--- config.mk ---
export PLATFORM = sky130hd
export DESIGN_NAME = parking_occupancy_tracker
export DESIGN_NICKNAME = d
export VERILOG_FILES = /design/src/rtl/parking_occupancy_tracker.sv
export SDC_FILE = /design/constraint.sdc
export NUM_CORES = 1
export LEC_CHECK = 0
export ABC_AREA = 1
export BUFFER_PORTS_ARGS = -buffer_cell sky130_fd_sc_hd__clkbuf_2
export CORE_MARGIN = 3
export CORE_UTILIZATION = 30
export CTS_BUF_LIST = sky130_fd_sc_hd__clkbuf_16
export DETAILED_ROUTE_END_ITERATION = 10
export PLACE_DENSITY = 0.47
export SLEW_MARGIN = 20
export SYNTH_ARGS = -nofsm -noshare
export SYNTH_HDL_FRONTEND = slang
export SYNTH_SLANG_ARGS = --single-unit
--- constraint.sdc ---
create_clock -name clk -period 4.42 [get_ports clk]
set_input_delay 0.884 -clock clk [delete_from_list [all_inputs] [get_ports clk]]
set_output_delay 0.884 -clock clk [all_outputs]
set_load 0.01 [all_outputs]
--- src/rtl/parking_occupancy_tracker.sv ---
`default_nettype none
// +----------------------------------------------------------------------------+
// | Module  : parking_occupancy_tracker                                        |
// | Purpose : two-beam direction decode, saturating occupancy, entry tally     |
// | Rev     : 1.0  initial release                                             |
// +----------------------------------------------------------------------------+
module parking_occupancy_tracker #(
   parameter int WIDTH     = 5,
   parameter int CAPACITY  = 25,
   parameter int TOT_WIDTH = 16
) (
   input  logic                 clk,
   input  logic                 reset,
   input  logic                 sensor_a,
   input  logic                 sensor_b,
   input  logic                 adj_inc,
   input  logic                 adj_dec,
   input  logic                 err_clear,
   output logic [WIDTH-1:0]     count,
   output logic                 full,
   output logic                 empty,
   output logic                 enter_pulse,
   output logic                 exit_pulse,
   output logic                 overflow_err,
   output logic                 underflow_err,
   output logic [TOT_WIDTH-1:0] total_entries
);

   localparam int SW = WIDTH + 2;
   localparam logic signed [SW-1:0] c_cap = SW'(CAPACITY);

   typedef enum logic [2:0] {
      IDLE = 3'd0,
      EN1  = 3'd1,
      EN2  = 3'd2,
      EN3  = 3'd3,
      EX1  = 3'd4,
      EX2  = 3'd5,
      EX3  = 3'd6
   } state_t;

   state_t                r_state;
   state_t                w_next;
   logic [1:0]            w_ab;
   logic                  w_enter_evt;
   logic                  w_exit_evt;
   logic signed [SW-1:0]  w_delta;
   logic signed [SW-1:0]  w_sum;
   logic                  w_clamp_hi;
   logic                  w_clamp_lo;
   logic [WIDTH-1:0]      w_count_next;

   logic [WIDTH-1:0]      r_count;
   logic [TOT_WIDTH-1:0]  r_total;
   logic                  r_enter_pulse;
   logic                  r_exit_pulse;
   logic                  r_ovf;
   logic                  r_udf;

   assign w_ab = {sensor_a, sensor_b};

   always_ff @(posedge clk) begin
      if (reset) r_state <= IDLE;
      else       r_state <= w_next;
   end

   always_comb begin
      w_next      = r_state;
      w_enter_evt = 1'b0;
      w_exit_evt  = 1'b0;
      case (r_state)
         IDLE: begin
            if (w_ab == 2'b10)      w_next = EN1;
            else if (w_ab == 2'b01) w_next = EX1;
         end
         EN1: begin
            if (w_ab == 2'b11)      w_next = EN2;
            else if (w_ab != 2'b10) w_next = IDLE;
         end
         EN2: begin
            case (w_ab)
               2'b01:   w_next = EN3;
               2'b10:   w_next = EN1;
               2'b00:   w_next = IDLE;
               default: w_next = EN2;
            endcase
         end
         EN3: begin
            case (w_ab)
               2'b11:   w_next = EN2;
               2'b10:   w_next = IDLE;
               2'b00: begin
                  w_next      = IDLE;
                  w_enter_evt = 1'b1;
               end
               default: w_next = EN3;
            endcase
         end
         EX1: begin
            if (w_ab == 2'b11)      w_next = EX2;
            else if (w_ab != 2'b01) w_next = IDLE;
         end
         EX2: begin
            case (w_ab)
               2'b10:   w_next = EX3;
               2'b01:   w_next = EX1;
               2'b00:   w_next = IDLE;
               default: w_next = EX2;
            endcase
         end
         EX3: begin
            case (w_ab)
               2'b11:   w_next = EX2;
               2'b01:   w_next = IDLE;
               2'b00: begin
                  w_next     = IDLE;
                  w_exit_evt = 1'b1;
               end
               default: w_next = EX3;
            endcase
         end
         default: w_next = IDLE;
      endcase
   end

   // Signed sum is wide enough that count + 2 and 0 - 2 never wrap.
   always_comb begin
      w_delta = '0;
      if (w_enter_evt) w_delta = w_delta + SW'(1);
      if (adj_inc)     w_delta = w_delta + SW'(1);
      if (w_exit_evt)  w_delta = w_delta - SW'(1);
      if (adj_dec)     w_delta = w_delta - SW'(1);
      w_sum      = $signed({2'b00, r_count}) + w_delta;
      w_clamp_hi = (w_sum > c_cap);
      w_clamp_lo = w_sum[SW-1];
      if (w_clamp_hi)      w_count_next = WIDTH'(CAPACITY);
      else if (w_clamp_lo) w_count_next = '0;
      else                 w_count_next = w_sum[WIDTH-1:0];
   end

   always_ff @(posedge clk) begin
      if (reset) begin
         r_count       <= '0;
         r_total       <= '0;
         r_enter_pulse <= 1'b0;
         r_exit_pulse  <= 1'b0;
         r_ovf         <= 1'b0;
         r_udf         <= 1'b0;
      end else begin
         r_count       <= w_count_next;
         r_total       <= r_total + TOT_WIDTH'(w_enter_evt);
         r_enter_pulse <= w_enter_evt;
         r_exit_pulse  <= w_exit_evt;
         // A clamp in the same cycle as err_clear keeps the flag set.
         r_ovf         <= (r_ovf & ~err_clear) | w_clamp_hi;
         r_udf         <= (r_udf & ~err_clear) | w_clamp_lo;
      end
   end

   assign count         = r_count;
   assign total_entries = r_total;
   assign enter_pulse   = r_enter_pulse;
   assign exit_pulse    = r_exit_pulse;
   assign overflow_err  = r_ovf;
   assign underflow_err = r_udf;
   assign full          = (r_count == WIDTH'(CAPACITY));
   assign empty         = (r_count == '0);

endmodule
`default_nettype wire

# --- Word level (Yosys, flattened, before mapping) ---
# Cells that the tools add are included.
word_totals:
  regBits: 28
  output_inout_bits: 27
  wordCells: 61
op_classes:
  addsub: 5
  magnitude_cmp: 1
  n_eq_ne: 15
  muxes: 20
  bitwise_logic: 5
  n_reduce_logical: 7
op_table:
  columns: ["cell", "count"]
  rows:
  - ["$mux W7", 3]
  - ["$pmux W3 S7", 1]
  - ["$mux W3", 6]
  - ["$add A16 B1 Y16", 1]
  - ["$sub A7 B2 Y7 const B", 2]
  - ["$mux W5", 2]
  - ["$eq A3 B3 Y1 const B", 3]
  - ["$ne A3 B3 Y1 const B", 3]
  - ["$pmux W3 S3", 1]
  - ["$add A6 B7 Y7", 1]
  - ["$add A7 B2 Y7 const B", 1]
  - ["$gt A7 B6 Y1 const B", 1]
  - ["$eq A3 B2 Y1 const B", 2]
  - ["$pmux W2 S3", 1]
  - ["$pmux W3 S2", 1]
  - ["$eq A5 B5 Y1 const B", 1]
  - ["$logic_not A5 Y1", 1]
  - ["$eq A2 B2 Y1 const B", 2]
  - ["$mux W1", 4]
  - ["$pmux W2 S2", 1]
  - ["$reduce_or A2 Y1", 2]
  - ["$eq A3 B1 Y1 const B", 1]
  - ["$logic_not A3 Y1", 1]
  - ["$reduce_and A3 Y1", 1]
  - ["8 further kinds", 10]

# --- Depth between registers and ports, before layout ---
logic_depth:
  depth_word: 13
  depth_mapped: 22
  mapped_depth_nobuf: 22

# --- Least setup slack after synthesis ---
# No wires, ideal clock.
synth_timing:
  path_type: "input to register"
  startpoint: "in sensor_a"
  endpoint: "reg r_count[0], in the netlist count[0]"
  setup_time_ps: 115
  arrival_time_ps: 3409
  required_time_ps: 4305
  slack_ps: 896
  path_stages: 17
  path_buffers: 0
  cell_sequence: "inv_1 > ha_1 > inv_1 > nor2_1 > inv_1 > fa_1 > xor2_1 > ha_1 > fa_1 > nand3_1 > nand3_1 > a21oi_1 > nand3_2 > nand2_1 > nand2_1 > nand3_1 > nand2_1"
synth_between:
  elab_chain_cells: 13
  elab_cells_between_ends: 15
synth_rtl:
  columns: ["element", "line_no", "rtl"]
  rows:
  - ["start: declaration", "14", "input logic sensor_a,"]
  - ["$logic_not A2 Y1 *", "89", "case (w_ab)"]
  - ["$mux W1 *", "89", null]
  - ["$mux W1 *", "71", "case (r_state)"]
  - ["via w_enter_evt", "45", "logic w_enter_evt;"]
  - ["$mux W1 *", "129", "if (w_enter_evt) w_delta = w_delta + SW'(1);"]
  - ["$add A7 B2 Y7", "130", "if (adj_inc) w_delta = w_delta + SW'(1);"]
  - ["$mux W7 *", "130", null]
  - ["$sub A7 B2 Y7", "131", "if (w_exit_evt) w_delta = w_delta - SW'(1);"]
  - ["$mux W7 *", "131", null]
  - ["$sub A7 B2 Y7", "132", "if (adj_dec) w_delta = w_delta - SW'(1);"]
  - ["$mux W7 *", "132", null]
  - ["$add A6 B7 Y7 *", "133", "w_sum = $signed({2'b00, r_count}) + w_delta;"]
  - ["$gt A7 B6 Y1 / $mux W5 (equally long branches)", "134, 137", null]
  - ["$mux W5 *", "136", "if (w_clamp_hi) w_count_next = WIDTH'(CAPACITY);"]
  - ["end signal: assignment", "150", "r_count <= w_count_next;"]
  - ["end: declaration", "53", "logic [WIDTH-1:0] r_count;"]
# Mark *: on every way through the listed nets, which the timed path passes. The rest lies on a longest branch.
# A chain may end at the register's enable or synchronous reset.

# --- Worst setup path in the final report ---
layout_timing:
  startpoint: "in sensor_a"
  endpoint: "reg r_count[2], in the netlist count[2]"
layout_between:
  elab_chain_cells: 13
  elab_cells_between_ends: 14
layout_rtl:
  columns: ["element", "line_no", "rtl"]
  rows:
  - ["$logic_not A2 Y1 *", "89", null]
  - ["$mux W1 *", "89", null]
  - ["$mux W1 *", "71", null]
  - ["via w_enter_evt", "45", null]
  - ["$mux W1 *", "129", null]
  - ["$add A7 B2 Y7", "130", null]
  - ["$mux W7 *", "130", null]
  - ["$sub A7 B2 Y7", "131", null]
  - ["$mux W7 *", "131", null]
  - ["$sub A7 B2 Y7", "132", null]
  - ["$mux W7 *", "132", null]
  - ["$add A6 B7 Y7 *", "133", null]
  - ["$gt A7 B6 Y1", "134", "w_clamp_hi = (w_sum > c_cap);"]
  - ["$reduce_or A3 Y1 (no line)", null, null]
# Marked as above.

==> impl_metrics.py <==
metrics = {
    "die": {
        "core_area_um2": 5608,
        "rows": 27,
        "pin_count": 34,
        "dieArea_um2": 6846,
        "fp.dieH_um": 82.74,
        "start_util_pct": 31.50,
        "chipWidth_um": 82.74,
    },
    "sta": {
        "slew_viol_final": 0,
        "tns_ns": 0,
        "min_period_over_period_pct": 82.66,
        "grt_setup_unrepaired": "false",
        "min_period_ns": 3.654,
        "hold_viol": 0,
        "tightest_slew_ns": 0.3831,
        "setup_viol": 0,
        "skew_ns": 0.007860,
        "fmax_mhz": 273.7,
        "relSlewSlack_pct": 74.46,
    },
    "synthesis": {
        "netlist.area_leader.share_pct": 31.73,
        "synthArstFlopShare_pct": 0,
        "seq_area_frac_synth_pct": 31.73,
        "syn_inst": 238,
        "synth_area_leaders": "dfxtp_1 32%, ha_1 12%, nand2_1 8.9%",
        "syn_nets": 264,
        "synth_edf_count": 0,
        "synth.avg_cell_area_um2": 7.423,
        "ys_seq_elements": 28,
        "synth_ff_type": "dfxtp_1",
        "synth_area_leader_cell": "dfxtp_1",
        "synth_commonest_cells": "42 x nand2_1, 31 x inv_1, 29 x nor2_1",
        "syn_area_um2": 1767,
        "netlist-cell-type-count": 35,
        "synth_most_common_cell": "nand2_1",
        "yosys_warnings": 0,
    },
    "global_route": {
        "antenna_found_initial": 0,
        "grt_pass1_vias": 1386,
        "grt_max_degree": 17,
        "grt_use_total_pct": 11.39,
        "grt_pass1_wl_um": 6099,
        "grt_overflow": 0,
    },
    "setup_path": {
        "crit_start": "sensor_a",
        "path_cells": "clkbuf_2, inv_1, ha_1, inv_1, nor2_1, inv_1, fa_1, xor2_1, ha_1, fa_1, nand3_1, nand3_1, a21oi_1, nand3_2, nand2_1, nand2_1, nand2_1, nand2_1, nor2_1",
        "path_delay_family": "adder cells",
        "r2r_slack_ns": 1.14,
        "critPathRequiredTime_ns": 4.62,
        "critical-path-max-stage-delay_ns": 0.47,
        "worst_setup_path_start_kind": "input pin",
        "r2r_cells": 18,
        "critPathMaxFanout": 5,
        "crit_path_end_kind": "register",
        "cp.buffers_inverters": 4,
        "reg2reg_from": "r_state[0]$_SDFFE_PP0P_",
        "r2r_end": "count[2]$_SDFF_PP0_",
        "path_class": "in2reg",
        "worstPathArrival_ns": 3.85,
        "cp_num_cells": 19,
        "slowest_stage": "fa_1",
        "worstSetupEndpoint": "count[2]$_SDFF_PP0_",
        "timing.critical_path.mode_cell": "nand2_1",
    },
    "run_status": {
        "status": "completed",
    },
    "place": {
        "hpwl_um": 2977,
        "io_buffers": 33,
        "globalplace.congestion": 0.8543,
    },
    "power": {
        "p_leak_nw": 0.9702,
        "power_frac_seq_pct": 40.8,
        "p_comb_share_pct": 21.0,
        "pwr_density_cell_nw_per_um2": 331.4,
        "cellInternalPower_w": 0.0005071,
        "clkPwrFrac_pct": 38.2,
        "p_sw_share_pct": 27.55,
        "peakVddDrop_mv": 0.1440,
        "p_sw_w": 0.0001928,
    },
    "job": {
        "cap_violations": 0,
    },
    "clock_tree": {
        "cts_root_buf": "clkbuf_16",
        "clockBufferDepth": 2,
        "htreeDepth": 1,
        "cts_setup_buffers": 0,
        "numCtsBuffers": 3,
        "postCtsResizedCells": 0,
        "clkTransAtPathRegs_ns": 0.07,
        "clkLatencyLatePin_ns": 0.26,
        "cts_tree": "done",
        "hold_buffers": 0,
        "cts_sinks": 28,
    },
    "cells_and_area": {
        "fin_nets": 299,
        "utilization_pct": 37.66,
        "drive_gt1_share_pct": 22.06,
        "antenna_cells": 0,
        "area_growth_pct": 19.55,
    },
    "routing": {
        "routed_wl_um": 3700,
        "drt_iter0_markers": 52,
        "dr.pass1.iters": 4,
        "viasPerCell": 4.526,
        "drc": 0,
        "ant_nets": 0,
        "wl_per_cell_um": 10.76,
        "vias": 1557,
    },
    "worst_hold_path": {
        "holdPathStages": 2,
        "hold_path.class": "reg2reg",
    },
}
-- layout make-up --
type                       instances  area [um2]
sequential                        28       560.5
tap                               72       90.09
fill                             618        3496
inverter                          35       131.4
clock inverter                     1       30.03
timing repair buffer              33       165.2
clock buffer                       3       75.07
multi-input combinational        172        1060
-- cells in the final DEF (no fill, tap or decap), types with 3 or more instances in the layout --
master	instances
nand2_1	42
clkbuf_2	33
inv_1	31
nor2_1	29
dfxtp_1	28
ha_1	17
a21oi_1	15
nand3_1	13
o21ai_0	8
nand2_2	6
nor3_1	5
nand4_1	5
nand3_2	4
inv_2	3
nor2_4	3
xor2_1	3
nor2_2	3
clkbuf_16	3
-- kinds of logic after synthesis --
kind of cell             Yosys count  synth area share, %
flip-flops                        28                31.73
AO/OA/AOI/OAI                     32                10.34
adder cells (fa/ha/maj)           19                14.31
AND/OR/NAND/NOR                  117                33.36
buffers and inverters             38                8.286
XOR/XNOR                           4                1.983
-- worst min-delay path by stage --
stage	startpoint	endpoint	slack, ns
finish	overflow_err$_SDFF_PP0_	overflow_err$_SDFF_PP0_	0.48
detailed placement	overflow_err$_SDFF_PP0_	overflow_err$_SDFF_PP0_	0.47
global route	overflow_err$_SDFF_PP0_	overflow_err$_SDFF_PP0_	0.51
floorplan	underflow_err$_SDFF_PP0_	underflow_err$_SDFF_PP0_	0.49
global placement	overflow_err$_SDFF_PP0_	overflow_err$_SDFF_PP0_	0.47
CTS	overflow_err$_SDFF_PP0_	overflow_err$_SDFF_PP0_	0.48
-- flip-flops by register name, summed over array words and instances, names as in the netlist --
name / flops
total_entries: 16
count: 5
r_state: 3
enter_pulse: 1
exit_pulse: 1
overflow_err: 1
underflow_err: 1
-- tightest hold or removal path, cell delays in order, from the launching register on --
cell and delay (ns):
dfxtp_1 0.31, nand3_1 0.08, nand2_1 0.05
-- power by group through the flow --
stage / combinational [W] / clock, W / sequential [W]
after global placement: 0.000150 / 0 / 0.000292
after floorplan: 0.000107 / 0 / 0.000289
after global routing: 0.000169 / 0.000286 / 0.000288
after detailed placement: 0.000148 / 0 / 0.000292
after CTS: 0.000148 / 0.000278 / 0.000286
final: 0.000147 / 0.000267 / 0.000286
-- metal layers --
layer / share of wire [%] / global-route usage (%)
met1: 50 / 15.03
met3: 3.2 / 1.735
met2: 45 / 18.91
met4: 1.4 / 3.758
met5: 0 / 0
-- stage by stage --
step | area [um2] | setup WS, ns | hold WS (ns) | instances | power, W
floorplan | 1767 | 0.8962 | 0.4872 | 238 | 0.0003954
global placement | 2007 | 0.5682 | 0.4720 | 340 | 0.0004417
detailed placement | 2007 | 0.4727 | 0.4654 | 340 | 0.0004399
CTS | 2112 | 0.7297 | 0.4786 | 344 | 0.0007126
global route | 2112 | 0.3543 | 0.5115 | 344 | 0.0007428
finish | 2112 | 0.7663 | 0.4774 | 344 | 0.0006999
Note: power is estimated with default switching activity, not from simulation.
